**src/rtl/i2c_config_sequencer.sv**
```systemverilog
// rtl/i2c_config_sequencer.sv - walks a register table and issues one I2C write per entry
//
// Reads NUM_ENTRIES words {slave, reg, data} from an external table, hands each
// to an I2C write engine, retries NACKed or timed-out entries up to MAX_RETRY
// times and inserts GAP_CYCLES idle cycles between transactions.
//
// Ports:
//   clk         rising-edge clock
//   reset_n     synchronous active-low reset
//   start       begin a sequence (accepted only in IDLE/DONE/FAIL)
//   tbl_addr    table read address (always the current entry index)
//   tbl_data    table word, valid one cycle after tbl_addr
//   i2c_data    transaction word for the I2C engine
//   i2c_go      one-cycle transaction request
//   i2c_done    one-cycle transaction-finished pulse
//   i2c_nack    qualifies i2c_done: slave did not acknowledge
//   busy        sequence in progress
//   done        sticky: all entries written
//   error       sticky: sequence aborted
//   fail_index  index of the entry that aborted the sequence

module i2c_config_sequencer #(
   parameter int NUM_ENTRIES    = 16,
   parameter int ADDR_W         = 8,
   parameter int MAX_RETRY      = 3,
   parameter int GAP_CYCLES     = 64,
   parameter int TIMEOUT_CYCLES = 65535
) (
   input  logic              clk,
   input  logic              reset_n,
   input  logic              start,
   output logic [ADDR_W-1:0] tbl_addr,
   input  logic [23:0]       tbl_data,
   output logic [23:0]       i2c_data,
   output logic              i2c_go,
   input  logic              i2c_done,
   input  logic              i2c_nack,
   output logic              busy,
   output logic              done,
   output logic              error,
   output logic [ADDR_W-1:0] fail_index
);

   // A zero-width retry counter is not legal, so MAX_RETRY=0 keeps one bit that never counts.
   localparam int RETRY_W = (MAX_RETRY > 0) ? $clog2(MAX_RETRY + 1) : 1;

   localparam logic [ADDR_W-1:0]  LAST_IDX  = ADDR_W'(NUM_ENTRIES - 1);
   localparam logic [RETRY_W-1:0] RETRY_MAX = RETRY_W'(MAX_RETRY);
   localparam logic [15:0]        GAP_LAST  = 16'(GAP_CYCLES - 1);
   localparam logic [15:0]        TMO_LAST  = 16'(TIMEOUT_CYCLES - 1);

   typedef enum logic [2:0] {
      IDLE, FETCH, LATCH, ISSUE, WAIT, GAP, DONE, FAIL
   } state_t;

   state_t             state, stateNext;
   logic [ADDR_W-1:0]  index, indexNext;
   logic [ADDR_W-1:0]  failIndex, failIndexNext;
   logic [RETRY_W-1:0] retry, retryNext;
   logic [15:0]        gapCnt, gapCntNext;
   logic [15:0]        tmoCnt, tmoCntNext;
   logic [23:0]        i2cData, i2cDataNext;

   always_ff @(posedge clk) begin
      if (!reset_n) begin
         state     <= IDLE;
         index     <= '0;
         failIndex <= '0;
         retry     <= '0;
         gapCnt    <= '0;
         tmoCnt    <= '0;
         i2cData   <= '0;
      end else begin
         state     <= stateNext;
         index     <= indexNext;
         failIndex <= failIndexNext;
         retry     <= retryNext;
         gapCnt    <= gapCntNext;
         tmoCnt    <= tmoCntNext;
         i2cData   <= i2cDataNext;
      end
   end

   always_comb begin
      stateNext     = state;
      indexNext     = index;
      failIndexNext = failIndex;
      retryNext     = retry;
      gapCntNext    = gapCnt;
      tmoCntNext    = tmoCnt;
      i2cDataNext   = i2cData;

      case (state)
         IDLE, DONE, FAIL: begin
            if (start) begin
               stateNext = FETCH;
               indexNext = '0;
               retryNext = '0;
            end
         end
         FETCH: stateNext = LATCH;
         LATCH: begin
            // Table has one cycle of read latency; the word for index is valid now.
            i2cDataNext = tbl_data;
            stateNext   = ISSUE;
         end
         ISSUE: begin
            tmoCntNext = '0;
            stateNext  = WAIT;
         end
         WAIT: begin
            tmoCntNext = tmoCnt + 16'd1;
            if (i2c_done && !i2c_nack) begin
               retryNext  = '0;
               gapCntNext = '0;
               if (index == LAST_IDX) begin
                  stateNext = DONE;
               end else begin
                  indexNext = index + ADDR_W'(1);
                  stateNext = GAP;
               end
            end else if ((i2c_done && i2c_nack) || (tmoCnt == TMO_LAST)) begin
               // TMO_LAST fires on the TIMEOUT_CYCLES-th cycle spent in WAIT.
               if (retry < RETRY_MAX) begin
                  retryNext  = retry + RETRY_W'(1);
                  gapCntNext = '0;
                  stateNext  = GAP;
               end else begin
                  failIndexNext = index;
                  stateNext     = FAIL;
               end
            end
         end
         GAP: begin
            gapCntNext = gapCnt + 16'd1;
            if (gapCnt == GAP_LAST) begin
               stateNext = FETCH;
            end
         end
         default: stateNext = IDLE;
      endcase
   end

   // Status outputs decode the registered state, so done/error are sticky
   // until the next accepted start and can never be high together.
   assign tbl_addr   = index;
   assign i2c_data   = i2cData;
   assign i2c_go     = (state == ISSUE);
   assign busy       = (state == FETCH) || (state == LATCH) || (state == ISSUE) ||
                       (state == WAIT)  || (state == GAP);
   assign done       = (state == DONE);
   assign error      = (state == FAIL);
   assign fail_index = failIndex;

endmodule

```
**config.mk**
```make
export PLATFORM = sky130hd
export DESIGN_NAME = i2c_config_sequencer
export DESIGN_NICKNAME = d
export VERILOG_FILES = /design/src/rtl/i2c_config_sequencer.sv
export SDC_FILE = /design/constraint.sdc
export NUM_CORES = 1
export LEC_CHECK = 0
export BUFFER_PORTS_ARGS = -buffer_cell sky130_fd_sc_hd__buf_2
export CORE_MARGIN = 2
export CORE_UTILIZATION = 45
export CTS_CLUSTER_SIZE = 20
export DETAILED_ROUTE_END_ITERATION = 8
export GPL_TIMING_DRIVEN = 0
export HOLD_SLACK_MARGIN = 0.02
export PLACE_DENSITY_LB_ADDON = 0.15
export SETUP_SLACK_MARGIN = 0.1
export SLEW_MARGIN = 15
export SYNTH_ARGS = -nofsm -noshare
export SYNTH_HDL_FRONTEND = slang
export SYNTH_SLANG_ARGS = --single-unit
export TNS_END_PERCENT = 30
```
**constraint.sdc**
```tcl
create_clock -name clk -period 2.7 [get_ports clk]
set_input_delay 0.54 -clock clk [delete_from_list [all_inputs] [get_ports clk]]
set_output_delay 0.54 -clock clk [all_outputs]
set_load 0.02 [all_outputs]
```
# Word-level counts from Yosys, hierarchy flattened
# Cells that the tools add are included.
classes:
  add_sub_neg: 4
  n_mul: 0
  div: 0
  magnitude_cmp: 1
  eq_ne: 16
  n_shift: 0
  mux: 21
  bitwise_logic: 2
  n_reduce_logical: 18
op_table:
  columns: ["cell", "count"]
  rows:
  - ["$pmux W16 S2", 2]
  - ["$mux W16", 3]
  - ["$add A16 B1 Y16 const B", 2]
  - ["$mux W8", 3]
  - ["$pmux W3 S6", 1]
  - ["$eq A16 B16 Y1 const B", 1]
  - ["$eq A16 B6 Y1 const B", 1]
  - ["$pmux W8 S2", 1]
  - ["$eq A3 B3 Y1 const B", 4]
  - ["$mux W2", 6]
  - ["$mux W3", 4]
  - ["$reduce_and A4 Y1", 3]
  - ["$add A8 B1 Y8 const B", 1]
  - ["$eq A8 B4 Y1 const B", 1]
  - ["$ne A2 B2 Y1 const B", 4]
  - ["$eq A3 B2 Y1 const B", 2]
  - ["$ne A3 B3 Y1 const B", 2]
  - ["$reduce_and A3 Y1", 2]
  - ["$reduce_bool A2 Y1", 3]
  - ["$logic_or A1 B1 Y1", 5]
  - ["$pmux W2 S2", 1]
  - ["$eq A3 B1 Y1 const B", 1]
  - ["$logic_not A3 Y1", 1]
  - ["$reduce_or A3 Y1", 1]
  - ["other kinds (5)", 7]
word_totals:
  ff_bits: 77
  latchBits: 0
  ramBits: 0
  rom_bits: 0
  inputBits: 29
  out_inout_bits: 44
  word_cells: 69
  memories: 0

# Logic depth before layout (Yosys ltp)
# Gate-level depths: netlist of the first run.
logic_depth:
  word_depth: 5
  mapped_depth: 8

# Worst setup path after synthesis of the first run
# No wires, ideal clock.
synth_path:
  path_kind: "reg2reg"
  startpoint: "register retry[0]"
  endpoint: "register gapCnt[11]"
  setup_time_ps: 71
  t_arrival_ps: 1920
  setup_slack_ps: 709
  path_stages_with_launch: 7
  period_less_slack_ps: 1991
  path_cell_list: "dfxtp_1 > ha_1 > a21bo_2 > a2111oi_1 > a21oi_2 > or4_1 > a21oi_1"
synth_between:
  elab_chain_cells: 3
synth_lines:
  columns: ["element", "line", "source"]
  rows:
  - ["start, declared", "59", "logic [RETRY_W-1:0] retry, retryNext;"]
  - ["start signal, assigned", "77", "retry <= retryNext;"]
  - ["$lt A2 B2 Y1", "124", "if (retry < RETRY_MAX) begin"]
  - ["$ne A3 B3 Y1 (no line)", null, null]
  - ["$reduce_and A3 Y1 (no line)", null, null]
  - ["end signal, assigned", "78", "gapCnt <= gapCntNext;"]
  - ["end, declared", "60", "logic [15:0] gapCnt, gapCntNext;"]
# Every way passes these cells.
# A chain may end at the register's enable or synchronous reset.

# Worst setup path after layout of the first run
layout_path:
  startpoint: "register state[1]"
  endpoint: "output i2c_go"
layout_between:
  elab_chain_cells: 1
layout_lines:
  columns: ["element", "line", "source"]
  rows:
  - ["start, declared", "56", "state_t state, stateNext;"]
  - ["start signal, assigned", "74", "state <= stateNext;"]
  - ["$eq A3 B2 Y1", "148", "assign i2c_go = (state == ISSUE);"]
  - ["end, declared", "35", "output logic i2c_go,"]
# Every way passes these cells.

==> results of run 1 <==
## cell families (layout without fill, tap and decap cells)
family          count (synthesis)  in the layout
compound gates                110            110
buf+inv                        32            120
simple gates                  193            193
flops                          77             77
mux                            13             13
fa+ha+maj                       5              5
xor+xnor                        9              9
## cells in the final DEF, fill, tap and decap left out, drive strengths merged, types with 4 or more instances in the layout
| cell | netlist | final |
|---|---|---|
| a31oi | 4 | 4 |
| or4 | 8 | 8 |
| a21oi | 22 | 22 |
| o21a | 5 | 5 |
| buf | 4 | 76 |
| o211ai | 6 | 6 |
| o31ai | 4 | 4 |
| nor4 | 6 | 6 |
| clkbuf | 16 | 27 |
| mux2i | 13 | 13 |
| nand2 | 73 | 73 |
| dfxtp | 77 | 77 |
| ha | 5 | 5 |
| xor2 | 9 | 9 |
| a21boi | 33 | 33 |
| o21ai | 17 | 17 |
| inv | 12 | 13 |
| or3 | 10 | 10 |
| nand4 | 6 | 6 |
| nand3 | 18 | 18 |
| nor2 | 27 | 27 |
| and2 | 5 | 5 |
| nor2b | 17 | 17 |
| and3 | 10 | 10 |
## worst paths after layout
path | start | endpoint | slack (ps)
min reg2reg | i2c_data[15] | i2c_data[15] | 460
min | tbl_data[15] | i2c_data[15] | 430
max | state[1] | i2c_go | 360
max reg2reg | retry[0] | gapCnt[11] | 500
## report_power, final
part	leakage, uW	switching (uW)	internal [uW]
combinational	0.00105	363	172
sequential	0.000623	43.5	1200
clock	0.0000760	428	336
## critical path, stage by stage, from the launching register on
cell	delay [ps]
dfxtp_1	460
clkbuf_2	260
nor2b_1	190
nand2_1	220
inv_1	150
buf_2	180
## flip-flops by register name, summed over array words and instances (netlist names)
register and cells:
tmoCnt 16, i2c_data 24, state 3, fail_index 8
gapCnt 16, retry 2, tbl_addr 8
## area by class of cell
class | instances | area (sq um) | area share (%)
multi-input cells | 330 | 2059 | 46.95
clock inverters | 5 | 36.28 | 0.8272
plain buffers | 20 | 81.33 | 1.854
well taps | 105 | 131.4 | 2.995
flip-flops and latches | 77 | 1541 | 35.14
clock buffers | 11 | 131.4 | 2.995
inverters | 12 | 45.04 | 1.027
repair buffers | 72 | 360.3 | 8.214
## layer usage
layer  share of wire (%)  track usage, %  vias up
li1                    -               -     1730
met1                  47           27.12     1600
met2                  46           32.51       87
met3                 5.4           4.948       10
met4                 1.4           8.092        0
met5                   0               0        -
## repair_timing
| action | in CTS | in global routing |
|---|---|---|
| endpoints found under the setup margin | 0 | 1 |
| hold buffers | 0 | 0 |
| resized for setup | 0 | 2 |
## per-stage QoR
| stage | cells | setup WS [ps] | utilization, % |
|---|---|---|---|
| 6_report | 632 | 360.7 | 53.93 |
| 5_1_grt | 632 | 223.7 | 53.93 |
| 4_1_cts | 632 | 260.8 | 53.91 |
| 3_5_place_dp | 616 | 427.5 | 51.85 |
| 3_3_place_gp | 616 | 492.6 | 51.85 |
| 2_1_floorplan | 439 | 709.5 | - |
==> reports/metrics.yaml, run 1 <==
route:
  vias_per_cell: 5.422
  final_antenna_net_count: 0
  routedWlPerCell_um: 13.81
  drt_first_pass_iters: 4
  drt_iter0_drc: 170
  routed_wl_mm: 8.729
  num_vias: 3427
  drc: 0
worst_setup_path:
  path_max_fanout: 10
  worstPathArrival_ps: 1800
  critPathLaunchType: "flip-flop"
  end_kind: "primary output"
  rr_worst_depth: 6
  critPathKind: "reg2out"
  cp.required_ps: 2160
final_layout:
  syn2layout_area_growth_pct: 17.73
  drive_above_1_share_pct: 19.54
  fin_area_sq_um: 4387
  antennaDiodeCount: 0
  finalNetCount: 556
  n_fill_cell: 768
logic_synthesis:
  synth_most_common_cell: "dfxtp_1"
  synth-compound-area-share_pct: 20.99
  synthXorXnorAreaFrac_pct: 2.116
  syn_inst: 439
  ys_seq_area_share_pct: 41.37
  synth.largest_area_cell: "dfxtp_1"
  synth-edff-count: 0
  post_synth_num_cell_types: 51
  synth-simple-area-share_pct: 27.00
  synthesis.area_sq_um: 3726
  synth_ff_type: "dfxtp_1"
  yosys-top-cells-count: "dfxtp_1, nand2_1, a21boi_0, nor2_1, a21oi_1"
  synth_top_family_by_area: "simple AND/OR/NAND/NOR gates"
  synth_area_leaders: "dfxtp_1, nand2_1, a21boi_0, mux2i_1, nor2b_1"
  synthAdderAreaFrac_pct: 1.679
  avgSynthCellArea_sq_um: 8.488
  synth_top_area_share_pct: 41.37
  synthArstFlopShare_pct: 0
  synth_mux_area_share_pct: 3.492
  syn-num-nets: 473
  ys_ff_latch: 77
  yosys_warnings: 0
sta:
  slew_headroom_pct: 63.69
  rsz0062_at_grt: "false"
  tightest_slew_ps: 539.9
  setup_viol: 0
  hold-worst-slack_ps: 434.4
  finalCritPeriodShare_pct: 86.64
  tns_ps: 0
  hold_viol_final: 0
  fin_crit_ps: 2339
  fmax_ghz: 0.4275
  drv_slew: 0
  finalClockSkew_ps: 10.81
global_route:
  grt_use_total_pct: 20.59
  grt_max_degree: 14
  grt_pass1_vias: 3200
  antenna_found_initial: 0
  grt_pass1_wl_mm: 14.75
  overflow: 0
floorplanning:
  die_x_um: 95.00
  core_sq_um: 8134
  start_util_pct: 45.81
  die_area_sq_um: 9024
  io_pins: 73
  placementRows: 33
  die_y_um: 95.00
clock_tree:
  cts_tree: "done"
  insertion_delay_ps: 340
  root_buffer: "clkbuf_8"
  post-cts-setup-buffer-count: 0
  clk_pin_slew_ps: 90
  h-tree-depth: 3
  cts_made_buffers: 9
  cts.path.max_buffers: 2
  clock-sinks: 77
placement:
  portBuffers: 72
  place.gp.congestion: 0.9286
  place_hpwl_mm: 6.308
  place_area_sq_um: 4218
hold_path:
  hold_depth: 3
  hp-class: "in2reg"
pwr:
  leakagePower_uw: 0.001751
  ir_drop_mv: 0.3905
  power_density_nw_per_um2: 580.1
  p_total_uw: 2545
run:
  cap_violations: 0
run_status:
  status: "finished clean"
Power figures use the tool's default switching activity.
==> run 2, diff against run 1 <==
--- a/config.mk
+++ b/config.mk
@@ -5,7 +5,9 @@
 export SDC_FILE = /design/constraint.sdc
 export NUM_CORES = 1
 export LEC_CHECK = 0
+export ABC_AREA = 1
 export BUFFER_PORTS_ARGS = -buffer_cell sky130_fd_sc_hd__buf_2
+export CAP_MARGIN = 0
 export CORE_MARGIN = 2
 export CORE_UTILIZATION = 45
 export CTS_CLUSTER_SIZE = 20
==> run 2 against run 1 <==
  * Wire length up 6.9%
  * Combinational power rose to 2.7 times the previous value
  * Fmax up 13%
  * Critical path depth down 2
  * Core utilization up 0.40 points
  * Register-to-register slack better by 500 ps
  * Hold slack better by 10 ps
  * Flip-flop and latch count unchanged
  * Global-route usage down 0.30 points
  * Sequential power up 14%
  * Largest cell class unchanged
==> reports/metrics.yaml, run 2 <==
run_status:
  status: "finished clean"  # unchanged
final_layout:
  finalNetCount: 675  # was 556
  syn2layout_area_growth_pct: 18.63  # was 17.73%
  antennaDiodeCount: 0  # unchanged
  final_cell_mix: "nand2_1, buf_2, dfxtp_1"  # was dfxtp_1, buf_2, nand2_1
  largest_reg_flops: 24  # unchanged
  drive_above_1_share_pct: 23.84  # was 19.54%
  fin_area_sq_um: 4692  # was 4387 sq um
  layout_commonest_cell: "nand2_1"  # was dfxtp_1
logic_synthesis:
  post_synth_num_cell_types: 42  # was 51
  avgSynthCellArea_sq_um: 7.075  # was 8.488 sq um
  synth_top_family_by_area: "simple AND/OR/NAND/NOR gates"  # unchanged
  synth-edff-count: 0  # unchanged
  synth_top_area_share_pct: 38.98  # was 41.37%
  synth_area_leaders: "dfxtp_1, nand2_1, inv_1, a21oi_1, nor2_1"  # was dfxtp_1, nand2_1, a21boi_0, mux2i_1, nor2b_1
  ys_seq_area_share_pct: 38.98  # was 41.37%
  synthArstFlopShare_pct: 0  # unchanged
  synth-compound-area-share_pct: 18.10  # was 20.99%
  synthAdderAreaFrac_pct: 1.582  # was 1.679%
  ys_ff_latch: 77  # unchanged
  syn_inst: 559  # was 439
  yosys-top-cells-count: "nand2_1, dfxtp_1, inv_1, nor2_1, a21oi_1"  # was dfxtp_1, nand2_1, a21boi_0, nor2_1, a21oi_1
  synth-simple-area-share_pct: 30.81  # was 27.00%
  synthXorXnorAreaFrac_pct: 0.6643  # was 2.116%
  syn-num-nets: 593  # was 473
  synthesis.area_sq_um: 3955  # was 3726 sq um
  synth.largest_area_cell: "dfxtp_1"  # unchanged
  synth_mux_area_share_pct: 0  # was 3.492%
  synth_most_common_cell: "nand2_1"  # was dfxtp_1
  yosys_warnings: 0  # unchanged
  synth_ff_type: "dfxtp_1"  # unchanged
global_route:
  grt_max_degree: 15  # was 14
  overflow: 0  # unchanged
  grt_pass1_vias: 3524  # was 3200
  grt_pass1_wl_mm: 16.35  # was 14.75 mm
  antenna_found_initial: 0  # unchanged
  grt_use_total_pct: 20.29  # was 20.59%
placement:
  place.gp.congestion: 0.8781  # was 0.9286
  place_area_sq_um: 4446  # was 4218 sq um
  portBuffers: 71  # was 72
  place_hpwl_mm: 6.852  # was 6.308 mm
route:
  final_antenna_net_count: 0  # unchanged
  drc: 0  # unchanged
  drt_iter0_drc: 131  # was 170
  routed_wl_mm: 9.334  # was 8.729 mm
  vias_per_cell: 5.109  # was 5.422
  routedWlPerCell_um: 12.38  # was 13.81 um
  drt_first_pass_iters: 6  # was 4
  num_vias: 3852  # was 3427
worst_setup_path:
  cp.required_ps: 2160  # about the same
  worstPathArrival_ps: 1520  # was 1800 ps
  path_max_fanout: 7  # was 10
  startpoint: "state[2]"  # was state[1]
  worst-r2r-setup-slack_ps: 1000  # was 500 ps
  end_kind: "primary output"  # unchanged
  critPathKind: "reg2out"  # unchanged
  r2r-end: "gapCnt[7]"  # was gapCnt[11]
  critPathLaunchType: "flip-flop"  # unchanged
  rr_worst_depth: 12  # was 6
  path_cells: "inv_2, nor3_1, buf_2"  # was clkbuf_2, nor2b_1, nand2_1, inv_1, buf_2
  crit_path_max_incr_delay_ps: 490  # was 460 ps
  crit_end: "done"  # was i2c_go
  cpMaxStageDelayCell: "dfxtp_1"  # unchanged
  r2r_start: "tmoCnt[0]"  # was retry[0]
floorplanning:
  core_sq_um: 8636  # was 8134 sq um
  die_area_sq_um: 9555  # was 9024 sq um
  die_x_um: 97.75  # was 95.00 um
  die_y_um: 97.75  # was 95.00 um
  io_pins: 73  # unchanged
  start_util_pct: 45.80  # was 45.81%
  placementRows: 34  # was 33
sta:
  tightest_slew_ps: 676.4  # was 539.9 ps
  drv_slew: 0  # unchanged
  fmax_ghz: 0.4850  # was 0.4275 GHz
  fin_crit_ps: 2062  # was 2339 ps
  finalClockSkew_ps: 10.95  # was 10.81 ps
  setup_viol: 0  # unchanged
  rsz0062_at_grt: "false"  # unchanged
  tns_ps: 0  # unchanged
  finalCritPeriodShare_pct: 76.36  # was 86.64%
  hold_viol_final: 0  # unchanged
  slew_headroom_pct: 54.91  # was 63.69%
pwr:
  power.internal_uw: 2369  # was 1710 uW
  leakagePower_uw: 0.001947  # was 0.001751 uW
  comb_power_share_pct: 36.3  # was 21.0%
  clkPwrFrac_pct: 27.6  # was 30.0%
  seqPwrFrac_pct: 36.1  # was 48.9%
  power_switching_share_pct: 39.29  # was 32.82%
  p_total_uw: 3903  # was 2545 uW
  ir_drop_mv: 0.3802  # was 0.3905 mV
  power_density_nw_per_um2: 831.7  # was 580.1 nW/um^2
  power_switching_uw: 1533  # was 835.1 uW
clock_tree:
  insertion_delay_ps: 350  # was 340 ps
  holdBufCountCts: 0  # unchanged
  cts_tree: "done"  # unchanged
  h-tree-depth: 3  # unchanged
  root_buffer: "clkbuf_8"  # unchanged
  post-cts-setup-buffer-count: 0  # unchanged
  cts_made_buffers: 9  # unchanged
  ctsResizeCount: 0  # unchanged
  clk_pin_slew_ps: 90  # about the same
  cts.path.max_buffers: 2  # unchanged
  clock-sinks: 77  # unchanged
hold_path:
  hp-class: "reg2reg"  # was in2reg
run:
  cap_violations: 0  # unchanged
-- run 2: worst min path at each step --
stage / start / endpoint / slack [ps] / cells past startpoint
global placement: i2c_data[18] / i2c_data[18] / 430 / 2
global route: i2c_data[14] / i2c_data[14] / 460 / 2
floorplan: tmoCnt[13] / tmoCnt[13] / 450 / 2
CTS: i2c_data[14] / i2c_data[14] / 450 / 2
finish: i2c_data[11] / i2c_data[11] / 440 / 2
detailed placement: i2c_data[1] / i2c_data[1] / 430 / 2
-- run 2: power groups by stage --
| stage | registers, uW | logic (uW) | clock network [uW] |
|---|---|---|---|
| 2_1_floorplan | 1570 | 911 | 0 |
| 3_3_place_gp | 1430 | 1410 | 0 |
| 3_5_place_dp | 1430 | 1420 | 0 |
| 4_1_cts | 1410 | 1420 | 1090 |
| 5_1_grt | 1430 | 1590 | 1140 |
| 6_report | 1410 | 1420 | 1080 |
-- run 2: area by class of cell --
cell class | instances | area [sq um]
fillers | 861 | 3944
multi-input cells | 388 | 2023
flip-flops and latches | 77 | 1541
repair buffers | 71 | 355.3
inverters | 76 | 292.8
well taps | 108 | 135.1
clock buffers | 9 | 123.9
clock inverters | 7 | 122.6
plain buffers | 18 | 97.59
-- run 2: logic make-up after synthesis --
| logic type | after synthesis |
|---|---|
| buf+inv | 94 |
| simple gates | 258 |
| flops | 77 |
| fa+ha+maj | 5 |
| compound gates | 122 |
| xor+xnor | 3 |
-- run 2: per-layer routing --
layer  wire (um)  global-route usage (%)  vias up  part of all wire, %
met2        4298                   33.10      107                   46
met3         576                   4.295        6                  6.2
li1            -                       -     1984                    -
met1        4394                   27.42     1755                   47
met5           0                       0        -                    0
met4          65                   5.556        0                 0.70
-- run 2: per-stage QoR --
step	std cells	hold WS [ps]	util (%)	setup slack (ps)
floorplan	559	452.2	-	1094
global placement	738	428.6	51.48	897.9
detailed placement	738	432.6	51.48	876.5
CTS	754	449.2	54.33	629.3
global route	754	464.4	54.33	551.6
finish	754	444.4	54.33	638.2
-- run 2: critical path: cells and delay by family (launching register included) --
family / cells / cell delay, ps
AND/OR/NAND/NOR: 1 / 310
flip-flops: 1 / 490
buffers and inverters: 2 / 380
==> run 3, diff against run 2 <==
==> constraint.sdc (replaced) <==
create_clock -name clk -period 2 [get_ports clk]
set_input_delay 0.4 -clock clk [delete_from_list [all_inputs] [get_ports clk]]
set_output_delay 0.4 -clock clk [all_outputs]
set_load 0.02 [all_outputs]
==> run 3 against run 2 <==
  * Register-to-register slack got worse by 700 ps
  * Clock skew decreased by 0.96 ps
  * Power increased by 35%
  * Combinational power increased by 35%
  * Largest power group unchanged
  * Global-route usage unchanged
  * Setup slack got worse by 500 ps
  * Clock-buffer cell count unchanged
  * Final area about the same
  * Wire length about the same
  * Sequential power increased by 35%
  * Core utilization about the same
==> reports/metrics.yaml, run 3 (synthesized netlist as in run 2, its figures left out) <==
pwr:
  power_density_nw_per_um2: 1124  # was 831.7 nW/um^2
  ir_drop_mv: 0.5132  # was 0.3802 mV
  leakagePower_uw: 0.001947  # about the same
global_route:
  grt_pass1_vias: 3524  # unchanged
  grt_max_degree: 15  # unchanged
  grt_pass1_wl_mm: 16.35  # unchanged
  antenna_found_initial: 0  # unchanged
  grt_use_total_pct: 20.29  # unchanged
  overflow: 0  # unchanged
placement:
  place_area_sq_um: 4446  # unchanged
  place.gp.congestion: 0.8781  # unchanged
  portBuffers: 71  # unchanged
  place_hpwl_mm: 6.852  # unchanged
clock_tree:
  ctsResizeCount: 1  # was 0
  root_buffer: "clkbuf_8"  # unchanged
  clock-sinks: 77  # unchanged
  clk_pin_slew_ps: 90  # about the same
  insertion_delay_ps: 350  # about the same
  holdBufCountCts: 0  # unchanged
  cts_made_buffers: 9  # unchanged
  cts.path.max_buffers: 2  # unchanged
  post-cts-setup-buffer-count: 0  # unchanged
  cts_tree: "done"  # unchanged
  h-tree-depth: 3  # unchanged
final_layout:
  layout_commonest_cell: "nand2_1"  # unchanged
  drive_above_1_share_pct: 23.99  # was 23.84%
  final_cell_mix: "nand2_1, buf_2, dfxtp_1"  # unchanged
  finalNetCount: 675  # unchanged
  n_fill_cell: 862  # was 861
  antennaDiodeCount: 0  # unchanged
  utilization_pct: 54.35  # was 54.33%
  fin_area_sq_um: 4693  # was 4692 sq um
  syn2layout_area_growth_pct: 18.66  # was 18.63%
  largest_reg_flops: 24  # unchanged
worst_setup_path:
  crit_path_max_incr_delay_ps: 460  # was 490 ps
  r2r_start: "tmoCnt[0]"  # unchanged
  r2r-end: "gapCnt[7]"  # unchanged
  worst-r2r-setup-slack_ps: 300  # was 1000 ps
  path_cells: "inv_1, nor3_1, buf_2"  # was inv_2, nor3_1, buf_2
  end_kind: "primary output"  # unchanged
  cpMaxStageDelayCell: "dfxtp_1"  # unchanged
  cp_num_cells: 3  # unchanged
  rr_worst_depth: 12  # unchanged
  cp_num_buf_inv: 2  # unchanged
  critPathLaunchType: "flip-flop"  # unchanged
  startpoint: "state[1]"  # was state[2]
  cp.required_ps: 1600  # was 2160 ps
  worstPathArrival_ps: 1460  # was 1520 ps
  cp_top_family: "flip-flops"  # unchanged
  crit_end: "done"  # unchanged
  path_max_fanout: 6  # was 7
  critPathKind: "reg2out"  # unchanged
run_status:
  status: "finished clean"  # unchanged
sta:
  slew_headroom_pct: 54.93  # was 54.91%
  setup_viol: 0  # unchanged
  drv_slew: 0  # unchanged
  hold-worst-slack_ps: 318.4  # was 444.4 ps
  finalClockSkew_ps: 9.988  # was 10.95 ps
  hold_viol_final: 0  # unchanged
  fin_crit_ps: 1858
  tightest_slew_ps: 676.1  # was 676.4 ps
  tns_ps: 0  # unchanged
  finalCritPeriodShare_pct: 92.90
  rsz0062_at_grt: "true"  # was false
  fmax_ghz: 0.5382
route:
  drc: 0  # unchanged
  drt_iter0_drc: 130  # was 131
  num_vias: 3853  # was 3852
  drt_first_pass_iters: 4  # was 6
  final_antenna_net_count: 0  # unchanged
  routed_wl_mm: 9.342  # was 9.334 mm
  routedWlPerCell_um: 12.39  # was 12.38 um
  vias_per_cell: 5.110  # was 5.109
floorplanning:
  die_area_sq_um: 9555  # unchanged
  die_y_um: 97.75  # unchanged
  start_util_pct: 45.80  # unchanged
  core_sq_um: 8636  # unchanged
  io_pins: 73  # unchanged
  placementRows: 34  # unchanged
  die_x_um: 97.75  # unchanged
run:
  cap_violations: 0  # unchanged
hold_path:
  hp-class: "in2reg"  # was reg2reg
[run 3: cell count changes in the layout (fill, tap and decap cells not counted)]
cell	before	now
dfxtp_2	0	1
dfxtp_1	77	76
[run 3: final cells by class]
| class | instances | area (sq um) | share of cell area (%) |
|---|---|---|---|
| multi-input cells | 388 | 2023 | 43.11 |
| inverters | 76 | 292.8 | 6.238 |
| clock buffers | 9 | 123.9 | 2.639 |
| repair buffers | 71 | 355.3 | 7.571 |
| clock inverters | 7 | 122.6 | 2.613 |
| plain buffers | 18 | 97.59 | 2.079 |
| flip-flops and latches | 77 | 1543 | 32.87 |
| well taps | 108 | 135.1 | 2.879 |
[run 3: how the worst min path moves through the flow]
| stage | to | cells past startpoint | from | slack, ps |
|---|---|---|---|---|
| after global routing | i2c_data[12] | 3 | tbl_data[12] | 320 |
| after floorplan | tmoCnt[13] | 2 | tmoCnt[13] | 450 |
| after detailed placement | i2c_data[1] | 2 | i2c_data[1] | 430 |
| after global placement | i2c_data[18] | 2 | i2c_data[18] | 430 |
| after CTS | i2c_data[9] | 3 | tbl_data[9] | 310 |
| final | i2c_data[11] | 3 | tbl_data[11] | 320 |
[run 3: metal layers]
layer	track usage, %	wire, um
met2	33.10	4266
met4	5.556	91
met1	27.42	4422
met3	4.295	561
met5	0	0
[run 3: report_power, final]
| part | internal, uW | switching (uW) | total [uW] |
|---|---|---|---|
| clock network | 835 | 620 | 1460 |
| logic | 617 | 1300 | 1910 |
| registers | 1750 | 154 | 1900 |
[run 3: through the flow]
step / total power [uW] / std cells / setup slack [ps]
floorplan: 3351 / 559 / 507.7
global placement: 3827 / 738 / 328.8
detailed placement: 3852 / 738 / 312.7
CTS: 5299 / 754 / 139.1
global route: 5622 / 754 / 50.53
finish: 5274 / 754 / 142.0
[run 3: worst register-to-register path, delay by kind of cell (launching register included)]
family                   cells  cell delay [ps]
buffers and inverters        3              250
AO/OA/AOI/OAI                1              110
flip-flops                   1              400
adder cells (fa/ha/maj)      1              190
AND/OR/NAND/NOR              7              680
